**src/rtl/rr_mux4_arbiter_pkg.sv**
```systemverilog
// Shared types and sizing constants for the four-lane round-robin arbiter.
package rr_mux4_arbiter_pkg;

  localparam int LANES  = 4;
  localparam int ID_W   = 2;
  localparam int HOLD_W = 4;

  typedef enum logic {
    IDLE  = 1'b0,
    GRANT = 1'b1
  } state_t;

endpackage

```
**src/rtl/rr_mux4_arbiter_pick.sv**
```systemverilog
// Rotating priority search: first eligible lane at or after 'start', wrapping 3->0.
module rr_pick
  import rr_mux4_arbiter_pkg::*;
(
  input  logic [LANES-1:0] req,
  input  logic [LANES-1:0] mask,
  input  logic [ID_W-1:0]  start,
  output logic             found,
  output logic [ID_W-1:0]  idx
);

  logic [LANES-1:0] eligible;
  logic [ID_W-1:0]  lane;

  assign eligible = req & ~mask;

  // Walk the offsets from farthest to nearest so the nearest eligible lane wins.
  always_comb begin
    found = 1'b0;
    idx   = start;
    lane  = '0;
    for (int k = LANES - 1; k >= 0; k--) begin
      lane = start + ID_W'(k);
      if (eligible[lane]) begin
        found = 1'b1;
        idx   = lane;
      end
    end
  end

endmodule

```
**src/rtl/rr_mux4_arbiter.sv**
```systemverilog
// Round-robin arbiter driving a registered 2-to-4 grant decode and a 4:1 data select.
module rr_mux4_arbiter
  import rr_mux4_arbiter_pkg::*;
#(
  parameter int DW       = 8,
  parameter int MAX_HOLD = 4
) (
  input  logic              clk,
  input  logic              rst,
  input  logic [3:0]        req,
  input  logic [4*DW-1:0]   din,
  output logic [3:0]        gnt,
  output logic [1:0]        gnt_id,
  output logic              gnt_valid,
  output logic [DW-1:0]     dout,
  output logic              dout_valid
);

  localparam logic [HOLD_W-1:0] HOLD_LAST = HOLD_W'(MAX_HOLD - 1);

  state_t            state, state_next;
  logic [ID_W-1:0]   ptr, ptr_next, gnt_id_next;
  logic [LANES-1:0]  gnt_next, cur_mask, pick_mask;
  logic [HOLD_W-1:0] hold_cnt, hold_next;
  logic [ID_W-1:0]   pick_start, pick_idx;
  logic              pick_found, others, release_grant;

  assign cur_mask      = LANES'(1) << gnt_id;
  assign others        = |(req & ~cur_mask);
  assign release_grant = (state == GRANT) &&
                         (!req[gnt_id] || ((hold_cnt == HOLD_LAST) && others));

  // While idle the search starts at the saved pointer; on handover it skips the current owner.
  assign pick_mask  = (state == GRANT) ? cur_mask : '0;
  assign pick_start = (state == GRANT) ? gnt_id + ID_W'(1) : ptr;

  rr_pick u_pick (
    .req   (req),
    .mask  (pick_mask),
    .start (pick_start),
    .found (pick_found),
    .idx   (pick_idx)
  );

  always_comb begin
    state_next  = state;
    gnt_id_next = gnt_id;
    gnt_next    = gnt;
    ptr_next    = ptr;
    hold_next   = hold_cnt;
    case (state)
      IDLE: begin
        if (pick_found) begin
          state_next  = GRANT;
          gnt_id_next = pick_idx;
          gnt_next    = LANES'(1) << pick_idx;
          hold_next   = '0;
        end
      end
      GRANT: begin
        if (release_grant) begin
          ptr_next = gnt_id + ID_W'(1);
          if (pick_found) begin
            gnt_id_next = pick_idx;
            gnt_next    = LANES'(1) << pick_idx;
            hold_next   = '0;
          end else begin
            state_next = IDLE;
            gnt_next   = '0;
          end
        end else if (hold_cnt != HOLD_LAST) begin
          hold_next = hold_cnt + HOLD_W'(1);
        end
      end
      default: begin
        state_next = IDLE;
        gnt_next   = '0;
      end
    endcase
  end

  always_ff @(posedge clk or posedge rst) begin
    if (rst) begin
      state    <= IDLE;
      gnt      <= '0;
      gnt_id   <= '0;
      ptr      <= '0;
      hold_cnt <= '0;
    end else begin
      state    <= state_next;
      gnt      <= gnt_next;
      gnt_id   <= gnt_id_next;
      ptr      <= ptr_next;
      hold_cnt <= hold_next;
    end
  end

  assign gnt_valid  = (state == GRANT);
  assign dout_valid = gnt_valid & req[gnt_id];
  assign dout       = dout_valid ? din[gnt_id*DW +: DW] : '0;

endmodule

```
**config.mk**
```make
export PLATFORM = sky130hd
export DESIGN_NAME = rr_mux4_arbiter
export DESIGN_NICKNAME = d
export VERILOG_FILES = /design/src/rtl/rr_mux4_arbiter_pkg.sv /design/src/rtl/rr_mux4_arbiter_pick.sv /design/src/rtl/rr_mux4_arbiter.sv
export SDC_FILE = /design/constraint.sdc
export NUM_CORES = 1
export LEC_CHECK = 0
export BUFFER_PORTS_ARGS = -buffer_cell sky130_fd_sc_hd__buf_2
export CAP_MARGIN = 40
export CORE_MARGIN = 2
export CORE_UTILIZATION = 25
export DETAILED_ROUTE_END_ITERATION = 10
export PLACE_DENSITY = 0.58
export SYNTH_ARGS = -nofsm -noshare
export SYNTH_HDL_FRONTEND = slang
export SYNTH_SLANG_ARGS = --single-unit
```
**constraint.sdc**
```tcl
create_clock -name clk -period 2.8 [get_ports clk]
set_input_delay 0.28 -clock clk [delete_from_list [all_inputs] [get_ports clk]]
set_output_delay 0.28 -clock clk [all_outputs]
set_load 0.005 [all_outputs]
```
==> summary.md, run 1 <==
| Metric | Value |
|---|---|
| Startpoint types | register |
| Slew headroom | 65.4% |
| Setup_tns | 0 ps |
| Vias | 1057 |
| Worst flop-to-flop path startpoint | gnt_valid$_DFF_PP0_ |
| Global-route wire length before repair | about 4.6 mm |
| Synth warn | 0 |
| Initial antenna violation count | 0 |
| Post-synth cell types | 45 |
| ANT nets after route | 0 |
| Ys flop type | dfrtp_1 |
| GRT overflow | 0 |
| CTS Buf Count | 3 |
| Drt wl/cell | about 14 um |
| GRT Overall Usage | between 10 and 15% |
| Multi-input gate area | between 700 and 800 sq um |
| Residual DRC | 0 |
| Seq/Total Area, Yosys | 28.1% |
| Worst reg2reg endpoint | gnt[0]$_DFFE_PP0P_ |
| Cells after Synth | 105 |
| Pin count of the biggest net entering global routing | 18 |
| Num rows | 24 |
| Pre-Repair DR Iteration Count | 4 |
| R2R depth | 6 |
| Reg-to-reg slack, setup | a little under 700 ps |
| CP required | around 2900 ps |
| Crit path launch | gnt_valid$_DFF_PP0_ |
| PD cells | approximately 1000 nW/um^2 |
| Worst vdd ir | about 0.25 mV |
| Slew @ Worst Pin | between 500 and 600 ps |
| Post-synth net total | ~150 |
| Fmax | 474 MHz |
| Critical-path cell list | buf_4 > mux2_4 > nor2_1 > a21oi_1 > a32o_1 > a22o_1 |
| Top-Level Pins | 54 |
| Ys async rst share | 100% |
| Max-slew violations | 0 |
| Adder-Cell Fraction of Synth Area | approximately 5.4% |
| Layout cell share with drive strength beyond 1 | between 50% and 60% |
| CP top delay family | flip-flops |
| Mux contribution to synthesized area | between 20% and 30% |
| PnR Total Power | around 1.6 mW |
| Detail Placement HPWL | 2.39 mm |
| Core area | between 4000 and 5000 sq um |
| Clk slew on worst S/H paths | ~60 ps |
| Period utilisation layout | between 70% and 80% |
| Crit Path Max Fanout | 17 |
| Worst-Skew Late Latency | between 200 and 250 ps |
| CTS tree | built |
| Antenna diodes | 0 |
| Critical Setup Path Class | register to register |
| Root buffer cell | clkbuf_8 |
| Endpoint class of the critical path | register |
| Fill cells | around 450 |
| Number of global-route vias before repair | between 900 and 1000 |
| Class of the tightest hold or removal check | primary input to async pin |
| LEAKAGE | ~0.76 nW |
| Max Cap Viol | 0 |
| Number of stages on the worst setup path | 6 |
| Area grow syn2layout | 32.2% |
| Die area | ~5200 sq um |
| Compound-Gate Fraction of Synth Area | 21.3% |
| Synthesized area per cell | between 10 and 15 sq um |
| DIE WIDTH | between 70 and 80 um |
| Nets | around 200 |
| XOR/XNOR Fraction of Synth Area | less than 1% |
| I/O Buffers | 53 |
| Initial Util | approximately a quarter |
| Hold Fails Final Rpt | 0 |
| GPL Wtd Cong | between 0.7 and 0.8 |
| H-tree Lvls | 1 |
| Post-synth EDFFs | 0 |
| Register area | roughly 330 sq um |
| Hold bufs inserted after CTS | 0 |
| CP max-delay cell | dfrtp_1 |
| Clk buf depth | 2 |
| PostCTS Resize Cnt | 0 |
| Simple-Gate Fraction of Synth Area | a little under a fifth |
| Num Clock Sinks | 13 |
| Final Skew | 2.97 ps |
| Tmin final | approximately 2100 ps |
| Drt total wl | around 2.9 mm |
| CP Buf/Inv Count | 1 |
| Worst Setup EP | gnt[0]$_DFFE_PP0P_ |
| Die outline height | 72.1 um |
| Synthesized area | 1160 sq um |
| Synthesis-stage register bit count | 13 |
| Status | finished clean |
| Endpoints failing setup | 0 |
| Largest family of logic cells by synthesized area | multiplexers |
| RSZ-0062 raised after global routing | no |
| Worst EP arrival | roughly 2200 ps |
| DR iter-0 viols | 25 |
| Delay of the slowest critical-path stage | about 670 ps |
| Vias per std cell | a little under 5 |
| Setup bufs post-CTS | 0 |
power by group:
part	internal [mW]	switching, mW	total, mW
Combinational	0.537	0.532	1.07
Clock	0.0984	0.0721	0.170
Sequential	0.260	0.0687	0.329
layout by cell type, fill, tap and decap left out, types with 2 or more instances in the layout:
master and instances:
buf_2 53, dfrtp_1 13, nand2_1 10, mux4_2 9, and3_1 8, inv_1 7, ha_1 5, o21ai_1 4
or2b_2 3, nand3_1 3, o21ai_0 3, clkbuf_8 3, buf_4 3, a21boi_1 2, a21oi_1 2, mux2_2 2
a22o_1 2
worst min-delay path by stage:
stage                                         end  start  cells past startpoint
after floorplan                gnt[0]$_DFFE_PP0P_    rst                      1
after global placement    hold_cnt[1]$_DFFE_PP0P_    rst                      2
after detailed placement       gnt[1]$_DFFE_PP0P_    rst                      2
after CTS                 hold_cnt[0]$_DFFE_PP0P_    rst                      2
after global routing           gnt[1]$_DFFE_PP0P_    rst                      2
final                     hold_cnt[0]$_DFFE_PP0P_    rst                      2
state kept, by name, summed over array words and instances (netlist names):
| register | count |
|---|---|
| gnt_valid | 1 |
| gnt_id | 2 |
| gnt | 4 |
| ptr | 2 |
| hold_cnt | 4 |
stage by stage:
stage / instances / setup WS, ps / area (sq um) / hold slack, ps / utilization, %
4_1_cts: 213 / 684 / 1530 / 73.1 / 34.7
5_1_grt: 213 / 510 / 1530 / 112 / 34.7
3_3_place_gp: 209 / 684 / 1490 / 342 / 33.6
6_report: 213 / 689 / 1530 / 55.0 / 34.7
3_5_place_dp: 209 / 700 / 1490 / 342 / 33.6
2_1_floorplan: 105 / 553 / 1160 / 157 / -
per-layer routing:
metal  vias to the layer above  track usage (%)  part of all wire, %
met3                         4             3.75                   11
met4                         0             3.98                  1.2
met1                       483             12.9                   41
li1                        513                -                    -
met2                        57             19.9                   46
met5                         -                0                    0
cells in the mapped netlist (2+ instances only):
| cell | n | area [sq um] |
|---|---|---|
| nand2_1 | 10 | 37.5 |
| inv_1 | 7 | 26.3 |
| a21boi_1 | 2 | 15.0 |
| mux4_2 | 9 | 203 |
| and3_1 | 8 | 50.1 |
| a21oi_1 | 2 | 10.0 |
| mux2_2 | 2 | 22.5 |
| clkbuf_1 | 2 | 7.51 |
| ha_1 | 5 | 62.6 |
| nand3_1 | 3 | 15.0 |
| o21ai_1 | 4 | 20.0 |
| dfrtp_1 | 13 | 325 |
| a22o_1 | 2 | 17.5 |
| or2b_2 | 3 | 26.3 |
| o21ai_0 | 3 | 15.0 |
cells by family (layout without fill, tap and decap cells):
kind of cell | Yosys count | in the layout
simple gates | 34 | 34
fa+ha+maj | 5 | 5
xor+xnor | 1 | 1
buf+inv | 11 | 67
mux | 13 | 13
compound gates | 28 | 28
flops | 13 | 13
cell type report:
cell class	count	share of cell area, %
clock buffer	3	2.70
inverter	7	1.72
timing repair buffer	56	18.8
clock inverter	1	0.327
multi-input combinational	81	51.0
tap	52	4.25
sequential	13	21.2
Power figures use the tool's default switching activity.
==> run 2: changes to the inputs <==
- ABC_AREA: not set -> 1
- PLACE_DENSITY: 0.58 -> 0.59
- clock period: 2.8 -> 1.75 ns (I/O delays scaled with it)
==> run 2 against run 1 <==
  * Count of clock-buffer cells in the layout is 1 higher
  * Largest cell class unchanged
  * Non-clock buffer count is 31 higher
  * Die area is 15% higher
  * Total power grew to 3.6 times the previous value
  * Clock power is 57% higher
  * The flow now finishes with violations (negative setup slack)
  * Combinational power grew to 4.5 times the previous value
==> summary.md, run 2 <==
| Metric | Value |
|---|---|
| Num Clock Sinks | 13 (unchanged) |
| Synthesized area per cell | 6.09 sq um (was 11.0 sq um) |
| Worst vdd ir | 0.870 mV (was 0.247 mV) |
| Drt total wl | 4.38 mm (was 2.89 mm) |
| Worst reg2reg endpoint | gnt_id[0]$_DFFE_PP0P_ (was gnt[0]$_DFFE_PP0P_) |
| Register area | 327 sq um (was 325 sq um) |
| Die outline height | 77.2 um (was 72.1 um) |
| Global-route wire length before repair | 7.24 mm (was 4.55 mm) |
| CTS tree | built (unchanged) |
| Pre-CTS WS | -174 ps (was 700 ps) |
| Status | complete, but fails checks (was finished clean) |
| Synthesis-stage register bit count | 13 (unchanged) |
| Post-synth top area share | 24.3% (was 28.1%) |
| Number of global-route vias before repair | 1743 (was 977) |
| DR iter-0 viols | 99 (was 25) |
| Hold path depth | 2 |
| Most frequent cells after synthesis | nand2_1, nor2_1, inv_1, o21ai_0, dfrtp_1 (was dfrtp_1, nand2_1, mux4_2) |
| Pre-Repair DR Iteration Count | 4 (unchanged) |
| Slew @ Worst Pin | 515 ps (was 519 ps) |
| Most common cell in the netlist | nand2_1 (was dfrtp_1) |
| Layout cell share with drive strength beyond 1 | 51.0% (was 53.4%) |
| Max Cap Viol | 0 (unchanged) |
| Synth warn | 0 (unchanged) |
| Nets | 350 (was 205) |
| R2R depth | 14 (was 6) |
| Pin count of the biggest net entering global routing | 19 (was 18) |
| Delay of the slowest critical-path stage | 370 ps (was 670 ps) |
| I/O Buffers | 53 (unchanged) |
| Core area | 5140 sq um (was 4410 sq um) |
| Drt wl/cell | 11.7 um (was 13.6 um) |
| Endpoints failing setup | 20 (was 0) |
| Biggest regs | gnt (4), hold_cnt (4) (unchanged) |
| Finished Layout Cells | 376 (was 213) |
| Hold Fails Final Rpt | 0 (unchanged) |
| DIE WIDTH | 77.2 um (was 72.1 um) |
| Vias | 1700 (was 1057) |
| RSZ-0062 raised after global routing | yes (was no) |
| Startpoint types | register (unchanged) |
| Hold Path Sink | gnt[3]$_DFFE_PP0P_ |
| Reg-to-reg slack, setup | -190 ps (was 690 ps) |
| CTS Buf Count | 3 (unchanged) |
| Worst flop-to-flop path startpoint | gnt_id[0]$_DFFE_PP0P_ (was gnt_valid$_DFF_PP0_) |
| Seq/Total Area, Yosys | 24.3% (was 28.1%) |
| Class of the tightest hold or removal check | register to register (was primary input to async pin) |
| Most frequent cells in the layout | buf_2, nand2_1, nor2_1 (was buf_2, dfrtp_1, nand2_1) |
| GRT Overall Usage | 14.5% (was 11.4%) |
| Max-slew violations | 0 (unchanged) |
| GRT overflow | 0 (unchanged) |
| CP Buf/Inv Count | 4 (was 1) |
| Period utilisation layout | 111% (was 75.4%) |
| Tmin final | 1940 ps (was 2110 ps) |
| Post-synth EDFFs | 0 (unchanged) |
| Worst-Skew Late Latency | 240 ps (about the same) |
| Root buffer cell | clkbuf_8 (unchanged) |
| Clk slew on worst S/H paths | 60 ps (about the same) |
| Post-route cell area | 2210 sq um (was 1530 sq um) |
| Fmax | 515 MHz (was 474 MHz) |
| Post-synth cell types | 25 (was 45) |
| Initial Util | 26.0% (was 26.2%) |
| Ys flop type | dfrtp_1 (unchanged) |
| Post-synth net total | 263 (was 148) |
| Fill cells | 561 (was 447) |
| Placed cell area | 1870 sq um (was 1490 sq um) |
| Vias per std cell | 4.52 (was 4.96) |
| Commonest non-fill, non-tap cell in the layout | buf_2 (unchanged) |
| Final Skew | 3.59 ps (was 2.97 ps) |
| Cell taking the most area after synthesis | dfrtp_1 (unchanged) |
| CP required | 1880 ps (was 2930 ps) |
| Clk buf depth | 2 (unchanged) |
| LEAKAGE | 1.15 nW (was 0.756 nW) |
| Critical Setup Path Class | register to register (unchanged) |
| Synthesized area | 1340 sq um (was 1160 sq um) |
| CP dominant cell by count | nand2_2 |
| Violated checks | negative setup slack |
| Top-Level Pins | 54 (unchanged) |
| Initial antenna violation count | 0 (unchanged) |
| Ys async rst share | 100% (unchanged) |
| Critical-path cell list | buf_6 > inv_6 > ha_4 > inv_2 > nand2_2 > nand2_4 > nand2_2 > nand2_2 > nand2_2 > nand2_4 > nor2_4 > a21oi_4 > buf_4 > o21a_1 (was buf_4 > mux2_4 > nor2_1 > a21oi_1 > a32o_1 > a22o_1) |
| ANT nets after route | 0 (unchanged) |
| Slew headroom | 65.6% (was 65.4%) |
| CP max-delay cell | dfrtp_2 (was dfrtp_1) |
| Crit Path Max Fanout | 5 (was 17) |
| Worst EP arrival | 2070 ps (was 2240 ps) |
| H-tree Lvls | 1 (unchanged) |
| GPL Wtd Cong | 0.825 (was 0.768) |
| Endpoint class of the critical path | register (unchanged) |
| Cells after Synth | 220 (was 105) |
| Inst Count DP | 359 (was 209) |
| Num rows | 26 (was 24) |
| Largest cells by area after synthesis | dfrtp_1, nand2_1, nor2_1 (was dfrtp_1, mux4_2, ha_1) |
| Multi-input gate area | 1080 sq um (was 781 sq um) |
| Detail Placement HPWL | 3.07 mm (was 2.39 mm) |
| PD cells | 2540 nW/um^2 (was 1020 nW/um^2) |
| Hold path startpoint | gnt[3]$_DFFE_PP0P_ |
| Setup WS post-layout | -190 ps (was 689 ps) |
| Die area | 5960 sq um (was 5190 sq um) |
| CP top delay family | simple AND/OR/NAND/NOR gates (was flip-flops) |
| Antenna diodes | 0 (unchanged) |
| Residual DRC | 0 (unchanged) |
| Area grow syn2layout | 65.3% (was 32.2%) |
[run 2: changes by cell type in the layout (fill, tap and decap cells not counted), moves of 15 or more]
cell,before,now
nor2_1,1,33
nand2_1,10,39
inv_1,7,22
nand2_2,0,24
o21ai_0,3,19
buf_4,3,25
[run 2: stage by stage]
stage	hold WS (ps)	power, mW	utilization [%]	setup TNS, ps
floorplan	51.9	2.97	-	-1570
global placement	238	4.08	36.3	-814
detailed placement	237	4.08	36.3	-1070
CTS	485	5.07	40.9	-2200
global route	526	6.17	43.1	-4420
finish	478	5.63	43.1	-2560
[run 2: layout make-up]
cell class,instances,share of cell area (%)
clock buffers,4,2.04
inverters,27,4.80
multi-input cells,175,48.7
flip-flops and latches,13,14.8
well taps,70,3.96
repair buffers,87,25.8
[run 2: worst max path at each step]
| stage | from | endpoint | slack, ps | depth (start not counted) |
|---|---|---|---|---|
| 4_1_cts | gnt_id[0]$_DFFE_PP0P_ | gnt_id[0]$_DFFE_PP0P_ | -150 | 13 |
| 3_5_place_dp | gnt_id[0]$_DFFE_PP0P_ | gnt_id[0]$_DFFE_PP0P_ | -170 | 13 |
| 3_3_place_gp | gnt_id[0]$_DFFE_PP0P_ | gnt_id[0]$_DFFE_PP0P_ | -140 | 13 |
| 2_1_floorplan | gnt_id[1]$_DFFE_PP0P_ | gnt_id[0]$_DFFE_PP0P_ | -240 | 15 |
| 5_1_grt | gnt_id[0]$_DFFE_PP0P_ | gnt_id[0]$_DFFE_PP0P_ | -280 | 13 |
| 6_report | gnt_id[0]$_DFFE_PP0P_ | gnt_id[0]$_DFFE_PP0P_ | -190 | 14 |
[run 2: worst register-to-register path: stages, from the launching register on]
cell,delay [ps]
dfrtp_2,370
buf_6,110
inv_6,40
ha_4,260
inv_2,40
nand2_2,70
nand2_4,70
nand2_2,60
nand2_2,70
nand2_2,100
nand2_4,60
nor2_4,180
a21oi_4,100
buf_4,140
o21a_1,150
[run 2: logic make-up after synthesis]
family          count (synthesis)  synth area share, %
simple gates                  124                 41.0
compound gates                 44                 19.0
flops                          13                 24.3
fa+ha+maj                       5                 4.67
buf+inv                        33                 10.4
xor+xnor                        1                0.654
[run 2: power by group]
group | switching [mW] | internal [mW]
sequential | 0.0821 | 0.428
combinational | 2.72 | 2.13
clock | 0.106 | 0.161
[run 2: routing by layer]
layer | up-vias | share of wire, % | GRT usage, %
li1 | 873 | - | -
met1 | 774 | 42 | 16.8
met2 | 39 | 52 | 26.6
met3 | 14 | 3.0 | 1.76
met4 | 0 | 3.2 | 5.71
met5 | - | 0 | 0
[run 2: repair_timing]
| item | in CTS | in global routing |
|---|---|---|
| endpoints found under the hold margin | 13 | 0 |
| hold buffers | 1 | 0 |
| buffers inserted | 10 | 2 |
| pin swaps | 24 | 9 |
| endpoints found under the setup margin | 19 | 22 |
| resized for setup | 35 | 25 |
| gates cloned | 1 | 0 |
